`config.mk`:
```
export PLATFORM = sky130hd
export DESIGN_NAME = hazard_ctrl_unit
export DESIGN_NICKNAME = d
export VERILOG_FILES = /design/src/rtl/hazard_ctrl_unit_pkg.sv /design/src/rtl/hazard_ctrl_unit_fwd_select.sv /design/src/rtl/hazard_ctrl_unit.sv
export SDC_FILE = /design/constraint.sdc
export NUM_CORES = 1
export LEC_CHECK = 0
export CAP_MARGIN = 30
export CORE_ASPECT_RATIO = 1.1
export CORE_MARGIN = 2
export CORE_UTILIZATION = 34
export CTS_CLUSTER_DIAMETER = 80
export DETAILED_ROUTE_END_ITERATION = 12
export GPL_TIMING_DRIVEN = 0
export HOLD_SLACK_MARGIN = 0.03
export PLACE_DENSITY = 0.66
export SLEW_MARGIN = 10
export SYNTH_ARGS = -nofsm -noshare
export SYNTH_HDL_FRONTEND = slang
export SYNTH_SLANG_ARGS = --single-unit
```
`constraint.sdc`:
```
create_clock -name clk -period 3.1 [get_ports clk]
set_clock_uncertainty 0.2 [all_clocks]
set_input_delay 0.62 -clock clk [delete_from_list [all_inputs] [get_ports clk]]
set_output_delay 0.62 -clock clk [all_outputs]
set_load 0.02 [all_outputs]
```
`src/rtl/hazard_ctrl_unit_pkg.sv`:
```
// Shared pipeline-control types: hazard FSM states and operand-forwarding mux selects.
package riscv_package;

   typedef enum logic [1:0] {HZ_RUN, HZ_MEM_WAIT, HZ_ERR} hz_state_e;

   typedef enum logic [1:0] {FWD_RF = 2'b00, FWD_WB = 2'b01, FWD_MEM = 2'b10} fwd_sel_e;

endpackage

```
`src/rtl/hazard_ctrl_unit_fwd_select.sv`:
```
// Single-operand forwarding comparator: picks MEM result over WB result over register file.
module fwd_select
   import riscv_package::*;
#(
   parameter int RF_ADDR = 5
) (
   input  logic [RF_ADDR-1:0] ex_rs,
   input  logic [RF_ADDR-1:0] mem_rd,
   input  logic               mem_reg_write,
   input  logic [RF_ADDR-1:0] wb_rd,
   input  logic               wb_reg_write,
   output fwd_sel_e           sel
);

   // The younger MEM result wins over WB; x0 is never forwarded.
   always_comb begin
      sel = FWD_RF;
      if (mem_reg_write && (mem_rd != '0) && (mem_rd == ex_rs)) begin
         sel = FWD_MEM;
      end else if (wb_reg_write && (wb_rd != '0) && (wb_rd == ex_rs)) begin
         sel = FWD_WB;
      end
   end

endmodule

```
`src/rtl/hazard_ctrl_unit.sv`:
```
// Pipeline hazard control: load-use/RAW stalls, redirect flush, forwarding selects,
// data-memory wait freeze with timeout, and saturating stall/flush counters.
module hazard_ctrl_unit
   import riscv_package::*;
#(
   parameter int RF_ADDR     = 5,
   parameter bit FWD_EN      = 1'b1,
   parameter int MEM_TIMEOUT = 15,
   parameter int CNT_W       = 16
) (
   input  logic               clk,
   input  logic               rst_n,
   input  logic [RF_ADDR-1:0] id_rs1,
   input  logic [RF_ADDR-1:0] id_rs2,
   input  logic               id_use_rs1,
   input  logic               id_use_rs2,
   input  logic [RF_ADDR-1:0] ex_rd,
   input  logic [RF_ADDR-1:0] mem_rd,
   input  logic [RF_ADDR-1:0] wb_rd,
   input  logic               ex_reg_write,
   input  logic               mem_reg_write,
   input  logic               wb_reg_write,
   input  logic               ex_mem_read,
   input  logic [RF_ADDR-1:0] ex_rs1,
   input  logic [RF_ADDR-1:0] ex_rs2,
   input  logic               ex_redirect,
   input  logic               dmem_req,
   input  logic               dmem_ack,
   output logic               pc_stall,
   output logic               ifid_flush,
   output logic               idex_bubble,
   output logic               freeze,
   output logic [1:0]         fwd_a_sel,
   output logic [1:0]         fwd_b_sel,
   output logic               timeout_err,
   output logic [CNT_W-1:0]   stall_cycles,
   output logic [CNT_W-1:0]   flush_count
);

   localparam int               WAIT_W   = $clog2(MEM_TIMEOUT + 1);
   localparam logic [WAIT_W-1:0] WAIT_MAX = WAIT_W'(MEM_TIMEOUT);
   localparam logic [CNT_W-1:0]  CNT_MAX  = '1;

   hz_state_e         state;
   logic [WAIT_W-1:0] wait_cnt;
   fwd_sel_e          fwd_a;
   fwd_sel_e          fwd_b;
   logic              raw_ex;
   logic              raw_mem;
   logic              hazard;
   logic              mem_busy;

   fwd_select #(.RF_ADDR(RF_ADDR)) u_fwd_a (
      .ex_rs         (ex_rs1),
      .mem_rd        (mem_rd),
      .mem_reg_write (mem_reg_write),
      .wb_rd         (wb_rd),
      .wb_reg_write  (wb_reg_write),
      .sel           (fwd_a)
   );

   fwd_select #(.RF_ADDR(RF_ADDR)) u_fwd_b (
      .ex_rs         (ex_rs2),
      .mem_rd        (mem_rd),
      .mem_reg_write (mem_reg_write),
      .wb_rd         (wb_rd),
      .wb_reg_write  (wb_reg_write),
      .sel           (fwd_b)
   );

   assign fwd_a_sel = (FWD_EN && rst_n) ? fwd_a : FWD_RF;
   assign fwd_b_sel = (FWD_EN && rst_n) ? fwd_b : FWD_RF;

   assign raw_ex  = ex_reg_write && (ex_rd != '0) &&
                    ((id_use_rs1 && (id_rs1 == ex_rd)) || (id_use_rs2 && (id_rs2 == ex_rd)));
   assign raw_mem = mem_reg_write && (mem_rd != '0) &&
                    ((id_use_rs1 && (id_rs1 == mem_rd)) || (id_use_rs2 && (id_rs2 == mem_rd)));

   // Without forwarding every in-flight producer ahead of WB must drain before ID may issue.
   assign hazard   = FWD_EN ? (ex_mem_read && raw_ex) : (raw_ex || raw_mem);
   assign mem_busy = dmem_req && !dmem_ack;

   // Freeze beats redirect (the branch waits in EX), redirect beats a stall.
   always_comb begin
      freeze      = 1'b0;
      pc_stall    = 1'b0;
      ifid_flush  = 1'b0;
      idex_bubble = 1'b0;
      if (!rst_n) begin
         ifid_flush  = 1'b1;
         idex_bubble = 1'b1;
      end else if ((state == HZ_ERR) || mem_busy) begin
         freeze   = 1'b1;
         pc_stall = 1'b1;
      end else if (ex_redirect) begin
         ifid_flush  = 1'b1;
         idex_bubble = 1'b1;
      end else if (hazard) begin
         pc_stall    = 1'b1;
         idex_bubble = 1'b1;
      end
   end

   // The ERR decision uses the pre-increment count, so ERR arrives on the edge the count hits the limit.
   always_ff @(posedge clk) begin
      if (!rst_n) begin
         state       <= HZ_RUN;
         wait_cnt    <= '0;
         timeout_err <= 1'b0;
      end else begin
         case (state)
            HZ_RUN: begin
               wait_cnt <= '0;
               if (mem_busy) begin
                  state <= HZ_MEM_WAIT;
               end
            end
            HZ_MEM_WAIT: begin
               if (dmem_ack) begin
                  state    <= HZ_RUN;
                  wait_cnt <= '0;
               end else begin
                  if (wait_cnt != WAIT_MAX) begin
                     wait_cnt <= wait_cnt + 1'b1;
                  end
                  if (wait_cnt >= WAIT_MAX - 1'b1) begin
                     state       <= HZ_ERR;
                     timeout_err <= 1'b1;
                  end
               end
            end
            HZ_ERR: begin
               timeout_err <= 1'b1;
            end
            default: begin
               state <= HZ_RUN;
            end
         endcase
      end
   end

   always_ff @(posedge clk) begin
      if (!rst_n) begin
         stall_cycles <= '0;
         flush_count  <= '0;
      end else begin
         if (pc_stall && (stall_cycles != CNT_MAX)) begin
            stall_cycles <= stall_cycles + 1'b1;
         end
         if (ifid_flush && (flush_count != CNT_MAX)) begin
            flush_count <= flush_count + 1'b1;
         end
      end
   end

endmodule
```
==> results of run 1 <==
## layout by cell type (no fill, tap or decap), types with 11 or more instances in the layout
cell type	netlist	routed
sky130_fd_sc_hd__nand2_1	16	16
sky130_fd_sc_hd__clkdlybuf4s50_1	0	65
sky130_fd_sc_hd__nand3_1	15	15
sky130_fd_sc_hd__inv_1	13	12
sky130_fd_sc_hd__a21oi_1	18	17
sky130_fd_sc_hd__nor2_1	24	24
sky130_fd_sc_hd__xnor2_1	25	25
sky130_fd_sc_hd__or4_1	12	11
sky130_fd_sc_hd__dfxtp_1	39	39
sky130_fd_sc_hd__xor2_1	16	16
sky130_fd_sc_hd__dlygate4sd2_1	0	12
## Yosys cell counts (all sizes together)
cell type	n	area, sq um
ha	4	50.05
mux2i	3	30.03
inv	13	48.80
or2b	1	7.510
nand3	16	85.08
and4	2	20.02
or4	12	90.09
and3	5	31.28
o21ai	11	55.05
and2	4	25.02
a31oi	5	61.31
nand4	8	50.05
o22ai	1	12.51
o31ai	10	75.07
o311a	2	20.02
o221a	1	11.26
or3	9	56.30
nand2	16	60.06
nand2b	2	22.52
dfxtp	39	780.8
o211ai	7	57.55
nor2	24	90.09
nor2b	1	6.260
o21a	1	7.510
xnor2	25	219.0
xor2	16	140.1
a311oi	1	15.01
clkbuf	5	20.01
nor3	5	25.02
a21oi	19	98.85
buf	5	43.79
o21bai	2	15.01
nor4	6	37.54
## registers in the layout (all words and copies together), names as in the netlist
register,count
flush_count,16
stall_cycles,16
wait_cnt,4
state,2
timeout_err,1
## per-stage QoR
stage,setup TNS (ps),util,hold WS [ps]
after floorplan,0,-,321.2
after global placement,-3380,0.4994,253.1
after detailed placement,-3450,0.4994,276.8
after CTS,-58.70,0.5206,295.0
after global routing,0,0.5204,321.5
final,0,0.5204,284.4
## cell type report
type,count,area (sq um)
plain buffers,10,63.81
clock buffers,5,68.82
clock inverters,3,43.79
fillers,690,3199
inverters,13,48.80
multi-input cells,219,1505
flip-flops and latches,39,780.7
well taps,82,102.6
repair buffers,90,858.3
## worst min-delay path, cell delays in order, from the launching register on
cell and delay, ps:
sky130_fd_sc_hd__dfxtp_1 330, sky130_fd_sc_hd__nor2_1 50, sky130_fd_sc_hd__nor2_1 70
## power by group
part           leakage (nW)  total, mW  internal [mW]  switching (mW)
sequential            0.315      0.513          0.506         0.00741
clock                0.0581      0.431          0.240           0.191
combinational         0.838      0.184         0.0997          0.0845
## worst paths after layout
check	from	endpoint	slack [ps]	cells after the start
hold reg to reg	timeout_err	timeout_err	280	2
setup reg to reg	stall_cycles[6]	stall_cycles[1]	750	7
hold / removal	timeout_err	timeout_err	280	2
setup / recovery	wb_rd[1]	fwd_b_sel[0]	50	5
## what timing repair did
| action | 4_1_cts | 5_1_grt |
|---|---|---|
| setup endpoints to repair | 8 | 8 |
| setup buffers | 4 | 0 |
| pin swaps | 4 | 4 |
| resized for setup | 40 | 7 |
## layer usage
layer	vias up	wire [um]
met3	9	362
met5	-	0
met2	60	3004
li1	1215	-
met4	0	96
met1	1116	2700
## kinds of logic after synthesis
logic type | share of synthesized area
simple gates | 0.2562
compound gates | 0.1812
xor+xnor | 0.1516
flops | 0.3296
buf+inv | 0.04754
fa+ha+maj | 0.02113
mux | 0.01268
==> qor.tcl, run 1 <==
set qor(grt_max_degree) 14
set qor(gr-total-overflow) 0
set qor(hpwlAfterDp_um) 4814
set qor(ctsLongestPathBuffers) 2
set qor(instances_no_fill) 461
set qor(final_period_minus_worst_setup_slack_ps) 3054
set qor(crit_buf_inv) 2
set qor(critPathRequiredTime_ps) 2280
set qor(timing.hold.worst.class) {register to register}
set qor(crit_path_top_delay_cell) {sky130_fd_sc_hd__or4_1}
set qor(clkSinkCount) 39
set qor(drv_slew) 0
set qor(finalCritPeriodShare) 0.9852
set qor(synth-seq-cells) 39
set qor(path_clk_slew_ps) 70
set qor(via_count) 2400
set qor(first_global_vias) 2294
set qor(root_buffer) {sky130_fd_sc_hd__clkbuf_8}
set qor(design.core.area_sq_um) 6671
set qor(route.final.wire_length_um) 6165
set qor(outcome) {finished, final reports clean}
set qor(worst_path_largest_cell_delay_ps) 570
set qor(cell_family_contributing_the_most_delay_on_the_critical_path) {buffers and inverters}
set qor(final_area_sq_um) 3472
set qor(max_cap_violations) 0
set qor(worst_setup_path_end_kind) {primary output}
set qor(die_area_sq_um) 7651
set qor(finalSetupViolCount) 0
set qor(tightestPinTransition_ps) 497.0
set qor(fraction_of_the_yosys_area_taken_by_sequential_cells) 0.3296
set qor(cts_tree) {yes}
set qor(wire_per_inst_um) 13.37
set qor(die_height_um) 91.54
set qor(routabilityCongestion) 0.7667
set qor(pwr_density_cell_nw_per_um2) 325.1
set qor(initial_core_utilization) 0.3550
set qor(ant_nets) 0
set qor(gr-usage-all-layers) 0.1578
set qor(relSlewSlack) 0.6686
set qor(irDropWorstVdd_v) 0.0001775
set qor(yosysWarnings) 0
set qor(synth_cell_type_count) 41
set qor(grt_busiest_layer) {met2}
set qor(global_route.usage.met1) 0.1756
set qor(die_w_um) 83.58
set qor(syn_area_per_cell_sq_um) 8.429
set qor(mappedNetlistNets) 331
set qor(cts-buffers-inserted) 5
set qor(std_cell_rows) 31
set qor(htree_num_levels) 2
set qor(worst-setup-path-type) {input pin to primary output}
set qor(number_of_antenna_violations_at_the_first_check_in_global_routing) 0
set qor(post-place-ws_ps) -730.3
set qor(p_leak_nw) 1.211
set qor(post-route-worst-setup-slack_ps) 45.80
set qor(routed_via_density) 5.206
set qor(clk-insertion-delay-late_ps) 290
set qor(crit_arrival_ps) 2230
set qor(hold_viol) 0
set qor(numPlacedInstances) 449
set qor(synth_cells) 281
set qor(first_pass_grt_wire_length_um) 9984
set qor(post-layout-total-power_mw) 1.129
set qor(crit_fanout) 3
set qor(timing.critical_path.from_type) {input pin}
set qor(top_level_ports) 87
set qor(fmaxAchievable_mhz) 327.4
set qor(grt_setup_unrepaired) {no}
set qor(drt-initial-drc-count) 58
set qor(post_route_cells_drive_above_1_share) 0.1082
set qor(drt-pass1-iter-count) 4
set qor(global_route.usage.met2) 0.2827
set qor(syn_to_final_growth_pct) 46.59
set qor(final_net_count) 428
set qor(drcViolationCount) 0
set qor(post_dp_cell_area_sq_um) 3332
set qor(num_antenna_cells) 0
set qor(global_route_track_usage_on_met3) 0.05091
set qor(netlist_area_sq_um) 2369
set qor(critical_path.cell_chain) {clkdlybuf4s50_1 > o211ai_1 > or4_1 > nor4_1 > buf_2}
set qor(postCtsHoldBufs) 0
set qor(portBuffers) 86
No activity file was read; power rests on OpenSTA's default activity.
==> run 2: changes to the inputs <==
--- a/config.mk
+++ b/config.mk
@@ -7,13 +7,12 @@
 export LEC_CHECK = 0
 export CAP_MARGIN = 30
 export CORE_ASPECT_RATIO = 1.1
-export CORE_MARGIN = 2
-export CORE_UTILIZATION = 34
+export CORE_UTILIZATION = 45
 export CTS_CLUSTER_DIAMETER = 80
 export DETAILED_ROUTE_END_ITERATION = 12
 export GPL_TIMING_DRIVEN = 0
 export HOLD_SLACK_MARGIN = 0.03
-export PLACE_DENSITY = 0.66
+export PLACE_DENSITY = 0.83
 export SLEW_MARGIN = 10
 export SYNTH_ARGS = -nofsm -noshare
 export SYNTH_HDL_FRONTEND = slang
==> qor.tcl, run 2 (same netlist as run 1, synthesis figures left out) <==
set qor(cell_family_contributing_the_most_delay_on_the_critical_path) {simple AND/OR/NAND/NOR gates} ;# was buffers and inverters
set qor(path_clk_slew_ps) 80 ;# was 70 ps
set qor(drt-met1-wl_um) 2516 ;# was 2700 um
set qor(design.core.area_sq_um) 5034 ;# was 6671 sq um
set qor(clk-insertion-delay-late_ps) 290 ;# about the same
set qor(critPathRequiredTime_ps) 2280 ;# about the same
set qor(hold_viol) 0 ;# unchanged
set qor(std_cell_rows) 27 ;# was 31
set qor(hpwlAfterDp_um) 4867 ;# was 4814 um
set qor(multiInputGateArea_sq_um) 1543 ;# was 1505 sq um
set qor(syn_to_final_growth_pct) 46.22 ;# was 46.59%
set qor(crit_path_top_delay_cell) {sky130_fd_sc_hd__or4_4} ;# was sky130_fd_sc_hd__or4_1
set qor(final_util) 0.6880 ;# was 0.5204
set qor(instances_no_fill) 439 ;# was 461
set qor(timing.hold.worst.class) {register to register} ;# unchanged
set qor(root_buffer) {sky130_fd_sc_hd__clkbuf_8} ;# unchanged
set qor(number_of_antenna_violations_at_the_first_check_in_global_routing) 0 ;# unchanged
set qor(first_pass_grt_wire_length_um) 10430 ;# was 9984 um
set qor(final_net_count) 430 ;# was 428
set qor(crit_arrival_ps) 2250 ;# was 2230 ps
set qor(cts_tree) {yes} ;# unchanged
set qor(max_cap_violations) 0 ;# unchanged
set qor(drt-initial-drc-count) 107 ;# was 58
set qor(worst_setup_path_end_kind) {primary output} ;# unchanged
set qor(num_antenna_cells) 0 ;# unchanged
set qor(crit_buf_inv) 2 ;# unchanged
set qor(final_area_sq_um) 3463 ;# was 3472 sq um
set qor(finalCritPeriodShare) 0.9898 ;# was 0.9852
set qor(clkSinkCount) 39 ;# unchanged
set qor(timing.reg2reg.setup_slack_ps) 740 ;# was 750 ps
set qor(detailroute.wirelength.met3_um) 414 ;# was 362 um
set qor(first_global_vias) 2352 ;# was 2294
set qor(route.top_layer_used) {met4} ;# unchanged
set qor(seqPwrFrac) 0.493 ;# was 0.455
set qor(crit_fanout) 2 ;# was 3
set qor(drv_slew) 0 ;# unchanged
set qor(finalSetupViolCount) 0 ;# unchanged
set qor(gr-total-overflow) 0 ;# unchanged
set qor(fill_cells) 422 ;# was 690
set qor(portBuffers) 86 ;# unchanged
set qor(reg.largest.list) {flush_count (16), stall_cycles (16), wait_cnt (4)} ;# unchanged
set qor(tightestPinTransition_ps) 509.6 ;# was 497.0 ps
set qor(regToRegEndpoint) {stall_cycles[1]} ;# unchanged
set qor(post_dp_cell_area_sq_um) 3302 ;# was 3332 sq um
set qor(pwr-share-comb) 0.184 ;# was 0.163
set qor(pwr_density_cell_nw_per_um2) 301.1 ;# was 325.1 nW/um^2
set qor(ctsLongestPathBuffers) 2 ;# unchanged
set qor(gr-usage-all-layers) 0.2361 ;# was 0.1578
set qor(drcViolationCount) 4 ;# was 0
set qor(ant_nets) 0 ;# unchanged
set qor(timing.critical_path.depth) 5 ;# unchanged
set qor(relSlewSlack) 0.6603 ;# was 0.6686
set qor(rr_worst_depth) 7 ;# unchanged
set qor(power_switching_share) 0.2669 ;# was 0.2509
set qor(drt-pass1-iter-count) 8 ;# was 4
set qor(critical_path.cell_chain) {clkdlybuf4s50_1 > xor2_1 > or4_4 > nor4_2 > buf_4} ;# was clkdlybuf4s50_1 > o211ai_1 > or4_1 > nor4_1 > buf_2
set qor(met2RoutedLength_um) 3257 ;# was 3004 um
set qor(final-seq-area_sq_um) 780.7 ;# unchanged
set qor(die_height_um) 78.09 ;# was 91.54 um
set qor(outcome) {finished with violations} ;# was finished, final reports clean
set qor(critPathCapture) {fwd_b_sel[0]} ;# unchanged
set qor(initial_core_utilization) 0.4705 ;# was 0.3550
set qor(irDropWorstVdd_v) 0.0002389 ;# was 0.0001775 V
set qor(clockPowerShare) 0.323 ;# was 0.382
set qor(total_switching_power_mw) 0.2783 ;# was 0.2832 mW
set qor(worst_path_largest_cell_delay_ps) 500 ;# was 570 ps
set qor(final_period_minus_worst_setup_slack_ps) 3068 ;# was 3054 ps
set qor(post_route_cells_drive_above_1_share) 0.1181 ;# was 0.1082
set qor(wire_per_inst_um) 14.45 ;# was 13.37 um
set qor(route.final.wire_length_um) 6345 ;# was 6165 um
set qor(routed_via_density) 5.576 ;# was 5.206
set qor(worst-setup-path-type) {input pin to primary output} ;# unchanged
set qor(violations) {design-rule violations}
set qor(cts-buffers-inserted) 5 ;# unchanged
set qor(die_area_sq_um) 5558 ;# was 7651 sq um
set qor(post-layout-total-power_mw) 1.043 ;# was 1.129 mW
set qor(p_leak_nw) 1.208 ;# was 1.211 nW
set qor(die_w_um) 71.17 ;# was 83.58 um
set qor(internal_power_mw) 0.7645 ;# was 0.8456 mW
set qor(htree_num_levels) 2 ;# unchanged
set qor(mostFrequentLayoutCell) {sky130_fd_sc_hd__clkdlybuf4s50_1} ;# unchanged
set qor(top_level_ports) 87 ;# unchanged
set qor(timing.setup.tns_ps) 0 ;# unchanged
set qor(routabilityCongestion) 0.8582 ;# was 0.7667
set qor(layout.cells.most_common_list) {sky130_fd_sc_hd__clkdlybuf4s50_1 (61), sky130_fd_sc_hd__dfxtp_1 (39), sky130_fd_sc_hd__xnor2_1 (25), sky130_fd_sc_hd__nor2_1 (24)} ;# was sky130_fd_sc_hd__clkdlybuf4s50_1 (65), sky130_fd_sc_hd__dfxtp_1 (39), sky130_fd_sc_hd__xnor2_1 (25), sky130_fd_sc_hd__nor2_1 (24), sky130_fd_sc_hd__a21oi_1 (17)
set qor(timing.critical_path.from_type) {input pin} ;# unchanged
set qor(numPlacedInstances) 425 ;# was 449
set qor(via_count) 2448 ;# was 2400
set qor(fmaxAchievable_mhz) 325.9 ;# was 327.4 MHz
set qor(worst_setup_path_startpoint) {ex_rs2[1]} ;# was wb_rd[1]
set qor(postCtsHoldBufs) 0 ;# unchanged
set qor(grt_max_degree) 13 ;# was 14
set qor(grt_setup_unrepaired) {yes} ;# was no
set qor(r2r-start) {stall_cycles[6]} ;# unchanged
## run 2: changes by cell type in the layout (fill, tap and decap cells not counted), sizes merged
cell / before / now
buf: 13 / 15
clkdlybuf4s50: 65 / 61
clkinv: 2 / 1
clkinvlp: 0 / 1
dlymetal6s2s: 3 / 2
dlygate4sd2: 12 / 17
clkbuf: 11 / 12
bufinv: 1 / 0
## run 2: area by class of cell
| type | instances | area share |
|---|---|---|
| Clock buffer | 6 | 0.02095 |
| Timing Repair Buffer | 92 | 0.2511 |
| Sequential cell | 39 | 0.2254 |
| Tap cell | 58 | 0.02095 |
| Buffer | 10 | 0.01842 |
| Inverter | 13 | 0.01409 |
| Clock inverter | 2 | 0.003613 |
| Multi-Input combinational cell | 219 | 0.4454 |
## run 2: stage by stage
step,hold WS [ps],setup slack (ps)
3_3_place_gp,249.8,-691.8
5_1_grt,322.4,3.969
6_report,280.1,31.67
3_5_place_dp,263.4,-728.7
4_1_cts,283.6,9.524
2_1_floorplan,321.2,142.6
## run 2: worst reg2reg max path, delay by kind of cell (launching register included)
kind | cells | cell delay [ps]
buf+inv | 1 | 200
compound gates | 2 | 680
mux | 1 | 190
simple gates | 3 | 500
flops | 1 | 470
## run 2: per-layer routing
metal / track usage / up-vias
met5: 0 / -
met4: 0.09000 / 0
met3: 0.07189 / 18
met2: 0.4362 / 87
met1: 0.2474 / 1118
li1: - / 1225
## run 2: worst min path at each step
stage | from | endpoint | slack (ps) | depth (start not counted)
global placement | timeout_err | timeout_err | 250 | 2
detailed placement | timeout_err | timeout_err | 260 | 2
floorplan | wait_cnt[1] | wait_cnt[1] | 320 | 2
finish | timeout_err | timeout_err | 280 | 2
global route | timeout_err | timeout_err | 320 | 2
CTS | timeout_err | timeout_err | 280 | 2
## run 2: timing repair
| item | CTS | global route |
|---|---|---|
| gates resized for setup | 47 | 12 |
| setup endpoints to repair | 8 | 5 |
| pin swaps | 5 | 4 |
| buffers inserted | 3 | 3 |
## run 2: power groups by stage
stage	combinational, mW	sequential, mW	clock (mW)
global placement	0.180	0.525	0
detailed placement	0.185	0.526	0
CTS	0.184	0.514	0.343
floorplan	0.0765	0.530	0
finish	0.192	0.514	0.337
global route	0.207	0.514	0.368
